**src/rtl/and_sensitivity_monitor.sv**
```systemverilog
// Purpose : clocked observer of a sensitivity-list AND; y = a&b refreshed only on selected input changes.
// Latency : an input change settled before edge 1 shows on y / *_evt at edge SYNC_STAGES+1.
// Backpr. : none; free-running monitor, every sampled change is reported and nothing stalls.
//
// Ports:
//   clk, rst_n   rising-edge clock, asynchronous active-low reset
//   a, b         asynchronous operands (synchronized internally)
//   mode         00 = a and b, 01 = a only, 10 = b only, 11 = none
//   clr          synchronous clear of evt_cnt (wins over a coincident update)
//   y            registered AND, refreshed only on sensitive events
//   y_stale      y disagrees with the live synchronized a&b
//   a_evt, b_evt one-cycle pulse per detected change of a / b, independent of mode
//   evt_cnt      saturating count of y update events
//
// SYNC_STAGES is meant to stay within 2..4.
module and_sensitivity_monitor #(
  parameter int SYNC_STAGES = 2,
  parameter int CNT_W       = 8
) (
  input  logic             clk,
  input  logic             rst_n,
  input  logic             a,
  input  logic             b,
  input  logic [1:0]       mode,
  input  logic             clr,
  output logic             y,
  output logic             y_stale,
  output logic             a_evt,
  output logic             b_evt,
  output logic [CNT_W-1:0] evt_cnt
);

  logic [SYNC_STAGES-1:0] a_sync;
  logic [SYNC_STAGES-1:0] b_sync;
  logic                   a_s, b_s;
  logic                   a_d, b_d;
  logic                   ch_a, ch_b;
  logic                   sens_a, sens_b;
  logic                   upd;
  logic                   live_and;
  logic                   y_next;

  // Synchronizer chains; bit 0 is the first flop, the MSB is the synchronized value.
  always_ff @(posedge clk or negedge rst_n) begin
    if (!rst_n) begin
      a_sync <= '0;
      b_sync <= '0;
      a_d    <= 1'b0;
      b_d    <= 1'b0;
    end else begin
      a_sync <= {a_sync[SYNC_STAGES-2:0], a};
      b_sync <= {b_sync[SYNC_STAGES-2:0], b};
      a_d    <= a_s;
      b_d    <= b_s;
    end
  end

  assign a_s      = a_sync[SYNC_STAGES-1];
  assign b_s      = b_sync[SYNC_STAGES-1];
  assign ch_a     = a_s ^ a_d;
  assign ch_b     = b_s ^ b_d;
  assign live_and = a_s & b_s;

  // Mode is applied combinationally so a mode change already governs this edge's update.
  assign sens_a = (mode == 2'b00) || (mode == 2'b01);
  assign sens_b = (mode == 2'b00) || (mode == 2'b10);
  assign upd    = (ch_a & sens_a) | (ch_b & sens_b);

  assign y_next = upd ? live_and : y;

  always_ff @(posedge clk or negedge rst_n) begin
    if (!rst_n) begin
      y       <= 1'b0;
      y_stale <= 1'b0;
      a_evt   <= 1'b0;
      b_evt   <= 1'b0;
    end else begin
      y       <= y_next;
      // Compared against y_next so the flag lines up with the y it describes.
      y_stale <= (y_next != live_and);
      a_evt   <= ch_a;
      b_evt   <= ch_b;
    end
  end

  // Simultaneous a and b changes form a single update, so count upd, not the pulses.
  always_ff @(posedge clk or negedge rst_n) begin
    if (!rst_n) begin
      evt_cnt <= '0;
    end else if (clr) begin
      evt_cnt <= '0;
    end else if (upd && (evt_cnt != {CNT_W{1'b1}})) begin
      evt_cnt <= evt_cnt + CNT_W'(1);
    end
  end

endmodule

```
**config.mk**
```make
export PLATFORM = sky130hd
export DESIGN_NAME = and_sensitivity_monitor
export DESIGN_NICKNAME = d
export VERILOG_FILES = /design/src/rtl/and_sensitivity_monitor.sv
export SDC_FILE = /design/constraint.sdc
export NUM_CORES = 1
export LEC_CHECK = 0
export BUFFER_PORTS_ARGS = -buffer_cell sky130_fd_sc_hd__buf_2
export CAP_MARGIN = 25
export CORE_MARGIN = 4
export CORE_UTILIZATION = 45
export DETAILED_ROUTE_END_ITERATION = 12
export PLACE_DENSITY = 0.7
export SLEW_MARGIN = 20
export SYNTH_ARGS = -nofsm -noshare
export SYNTH_HDL_FRONTEND = slang
export SYNTH_SLANG_ARGS = --single-unit
```
**constraint.sdc**
```tcl
create_clock -name clk -period 2.1 [get_ports clk]
set_clock_uncertainty 0.2 [all_clocks]
set_input_delay 0 -clock clk [delete_from_list [all_inputs] [get_ports clk]]
set_output_delay 0 -clock clk [all_outputs]
set_load 0.05 [all_outputs]
```
======== Yosys cells after proc, flatten, opt, wreduce, memory -nomap -nowiden ========
Cells that the tools add are included.
word-level totals
  logic and storage cells ................. 28
  register bits after elaboration ......... 18
cells by class
  bitwise logic cells ..................... 6
  equal/unequal tests ..................... 4
  reduce and logical (&&, ||, !) cells .... 5
  $add $sub $neg .......................... 1
  muxes and demuxes ....................... 3
operators with widths
  operator               number
  $mux W8                2
  $add A8 B1 Y8 const B  1
  $ne A8 B8 Y1 const B   1
  $and A1 B1 Y1          3
  $eq A2 B1 Y1 const B   1
  $eq A2 B2 Y1 const B   1
  $logic_not A2 Y1       1
  $logic_or A1 B1 Y1     2
  $reduce_bool A2 Y1     1
  $xor A1 B1 Y1          2
  $logic_and A1 B1 Y1    1
  $mux W1                1
  $ne A1 B1 Y1           1
  $or A1 B1 Y1           1

======== Logic depth before layout (Yosys ltp) ========
  depth after elaboration ................. 7
  mapped depth ............................ 5
  depth with buffers taken out ............ 5

======== Worst setup path after synthesis ========
Ideal clock, no wire load.
  path kind ............................... reg-to-reg
  start ................................... register evt_cnt[0]
  end ..................................... register evt_cnt[5]
  library setup time ...................... 77 ps
  setup slack ............................. 100 ps
  data arrival time ....................... 1723 ps
  required time ........................... 1823 ps
  stages on the path, launching flop included .. 6
  cell sequence ........................... dfrtp_1 ha_1 nand4_1 nor2_1 or4_1 a21oi_1
on the way
  word-level cells in the longest chain between the ends .. 3
RTL lines
  element                                         line    text
  start: declaration                              30      output logic [CNT_W-1:0] evt_cnt
  start signal: assignment                        93      evt_cnt <= evt_cnt + CNT_W'(1);
  $add A8 B1 Y8 or $ne A8 B8 Y1 (tied branches)   93, 92
  $mux W8 or $logic_and A1 B1 Y1 (tied branches)  92      end else if (upd && (evt_cnt != {CNT_W{1'b1}})) begin
  $mux W8 or $reduce_bool A2 Y1 (tied branches)   n/a
Parallel ways exist; a longest one is shown, timed or not. The select of a mux whose other input is x is not followed.
A chain may end at the register's enable or synchronous reset.

======== Worst setup path after layout ========
  start ................................... register a_sync[1]
  end ..................................... register y
on the way
  word-level cells in the longest chain between the ends .. 4
RTL lines
  element                   line  text
  start: declaration        33    logic [SYNC_STAGES-1:0] a_sync;
  start signal: assignment  51    a_sync <= {a_sync[SYNC_STAGES-2:0], a};
  $xor A1 B1 Y1             60    assign ch_a = a_s ^ a_d;
  $and A1 B1 Y1             67    assign upd = (ch_a & sens_a) | (ch_b & sens_b);
  $or A1 B1 Y1              67
  $mux W1 *                 69    assign y_next = upd ? live_and : y;
  net y_next                41    logic y_next;
  end signal: assignment    78    y <= y_next;
  end: declaration          26    output logic y,
The timed path passes the listed nets; every way through them passes the cells marked *.

==> flow_summary.yaml <==
synth:
  syn_nets: 75
  synth_cell_types: 25
  ys_top_cells_by_area: "dfrtp_1 60%, xnor2_1 3.5%, a21oi_1 3.3%"
  syn_inst: 67
  yosys-top-cells-count: "18 x dfrtp_1, 6 x nand2_1, 5 x a21oi_1, 5 x nand3_1, 4 x o21ai_0"
  yosysMostFrequentCell: "dfrtp_1"
  synth_top_area_share: 0.595
  synth_area_per_cell_sq_um: 11.3
  synth_ff_type: "dfrtp_1"
  synth_area_sq_um: 757
  synth_edf_count: 0
  ys_warn_count: 0
  async_flop_share: 1.00
  synth.largest_area_cell: "dfrtp_1"
  synth.ff_latch_count: 18
  synth-seq-area-share: 0.595
cells_and_area:
  layout-drive-gt1-share: 0.253
  finish.utilization: 0.629
  diodes: 0
  nFillCells: 138
  final_area_sq_um: 970
  fin_nets: 104
  area.growth.synth_to_final_pct: 28.1
power_and_ir_drop:
  powerDensity_nw_per_um2: 741
  ir_worst_vdd_uv: 522
  internal_power_w: 0.000514
  seqPwrFrac: 0.527
  clockPowerShare: 0.289
  p_leak_nw: 0.470
  p_comb_frac: 0.184
  swShare: 0.285
  net-switching-power_w: 0.000205
route:
  ant_nets: 0
  drt-total-wl_mm: 1.46
  wl_per_cell_microns: 13.1
  first_pass_iters: 4
  via_per_inst: 5.50
  drc: 0
  vias: 611
  dr.first_iter.drc_count: 11
sta:
  fin_crit_ns: 1.93
  fin_crit_sh: 0.919
  finalSetupViolCount: 0
  rsz0062_at_grt: "no"
  finalSetupTns_ns: 0
  worstMarginPinSlew_ns: 0.768
  hold_viol: 0
  relSlewSlack: 0.486
  fmax_mhz: 518
  slew_violations: 0
global_routing:
  grt_pass1_wl_mm: 2.58
  first_global_vias: 605
  grt_start_max_net_pins: 19
  grtUsageTotal: 0.138
  grt_overflow_total: 0
  antenna_found_initial: 0
floorplan:
  core-area_sq_um: 1540
  die_h_microns: 49.0
  start_util: 0.491
  row_count: 14
  die-area_sq_um: 2400
  io_pins: 19
  die_width_microns: 49.0
placement:
  gp_congestion: 0.752
  hpwl_mm: 1.05
  io_buffers: 18
  placed_area_sq_um: 863
critical_path:
  crit_fanout: 15
  startpoint: "a_sync[1]$_DFF_PN0_"
  endpoint_kind: "flip-flop"
  required_ns: 2.08
  critPathKind: "reg2reg"
  start_kind: "flip-flop"
  rr_startpoint: "a_sync[1]$_DFF_PN0_"
  critPathArrivalTime_ns: 1.91
clock_network:
  post_cts_buffers: 0
  htreeDepth: 1
  clk_latency_ns: 0.29
  clk_path_buf_depth: 2
  cts_tree: "yes"
  numCtsBuffers: 3
  clock-root-buffer: "clkbuf_4"
  clk_pin_slew_ns: 0.10
  clkSinkCount: 18
job:
  cap_violations: 0
worst_hold_path:
  hold_path_startpoint: "mode[1]"
  min_path_type: "in2reg"
outcome:
  status: "finished, final reports clean"
==> cell families after synthesis <==
group	after synthesis	synth area share
DFF	18	0.595
buffers and inverters	4	0.0198
xor gates and xnor gates	3	0.0347
and+or+nand+nor	24	0.167
adders and majority gates	1	0.0165
muxes	2	0.0281
AOI/OAI and AO/OA	15	0.139
==> sequential cells by signal, indices dropped and copies added, names as in the netlist <==
register / cells
b_sync: 2
y: 1
evt_cnt: 8
a_sync: 2
b_evt: 1
a_d: 1
y_stale: 1
b_d: 1
a_evt: 1
==> final timing paths <==
check,end,slack [ns],cells past startpoint
max,y$_DFF_PN0_,0.17,5
min,evt_cnt[3]$_DFFE_PN0P_,0.04,4
max reg2reg,y$_DFF_PN0_,0.17,5
min reg2reg,b_sync[1]$_DFF_PN0_,0.16,0
max in group asynchronous,a_d$_DFF_PN0_,0.58,3
min in group asynchronous,b_evt$_DFF_PN0_,0.64,3
==> critical path, cell delays in order (launching register included) <==
cell and delay, ns:
dfrtp_1 0.42, xnor2_1 0.16, o22a_4 0.29, dlygate4sd3_1 0.61, nand2_1 0.07, o21ai_0 0.08
==> power groups by stage <==
stage / Combinational (W) / Sequential [W] / Clock [W]
2_1_floorplan: 0.0000366 / 0.000434 / 0
3_3_place_gp: 0.000121 / 0.000384 / 0
3_5_place_dp: 0.000122 / 0.000386 / 0
4_1_cts: 0.000134 / 0.000379 / 0.000219
5_1_grt: 0.000143 / 0.000382 / 0.000233
6_report: 0.000133 / 0.000379 / 0.000208
==> layout by cell type, fill, tap and decap left out <==
cell type,Yosys,layout
o211a_1,1,1
buf_2,0,18
o31ai_1,2,2
o22a_4,1,1
or4_1,2,2
nand4_1,1,1
or3_1,2,2
clkbuf_8,0,1
a21oi_1,5,5
nor2_1,3,3
nor3_1,1,1
nand2_1,6,6
xnor2_1,3,3
mux2_2,1,1
and2_1,1,1
nand3_1,5,5
o311a_1,1,1
o21ai_0,4,4
mux2i_1,1,1
clkbuf_4,0,3
nor2b_1,1,1
dfrtp_1,18,18
or4b_1,1,1
ha_1,1,1
o21bai_1,1,1
inv_1,3,3
and3_1,1,1
dlygate4sd3_1,0,7
==> layout make-up <==
cell class                      count  area, sq um  area share
Multi-Input combinational cell     45          292       0.301
Clock buffer                        4         36.3      0.0374
Sequential cell                    18          450       0.465
Timing Repair Buffer               25          160       0.165
Inverter                            3         11.3      0.0116
Tap cell                           16         20.0      0.0206
==> layer usage <==
layer | GRT usage | routed length [microns]
met1 | 0.175 | 692
met2 | 0.217 | 654
met3 | 0.0367 | 89
met4 | 0.0673 | 21
met5 | 0 | 0
==> stage by stage <==
stage          setup WS [ns]  std cells  total power [W]  hold slack [ns]
2_1_floorplan         0.0997         67         0.000471           -0.496
3_3_place_gp           0.303        100         0.000505           -0.254
6_report               0.169        111         0.000719           0.0366
3_5_place_dp           0.215        100         0.000508           -0.251
4_1_cts                0.175        111         0.000732           0.0116
5_1_grt               0.0605        111         0.000758           0.0400
==> what timing repair did <==
action | CTS | global route
hold buffers | 7 | 0
gates resized for setup | 0 | 0
endpoints found under the hold margin | 30 | 0
(Power assumes the default switching activity.)
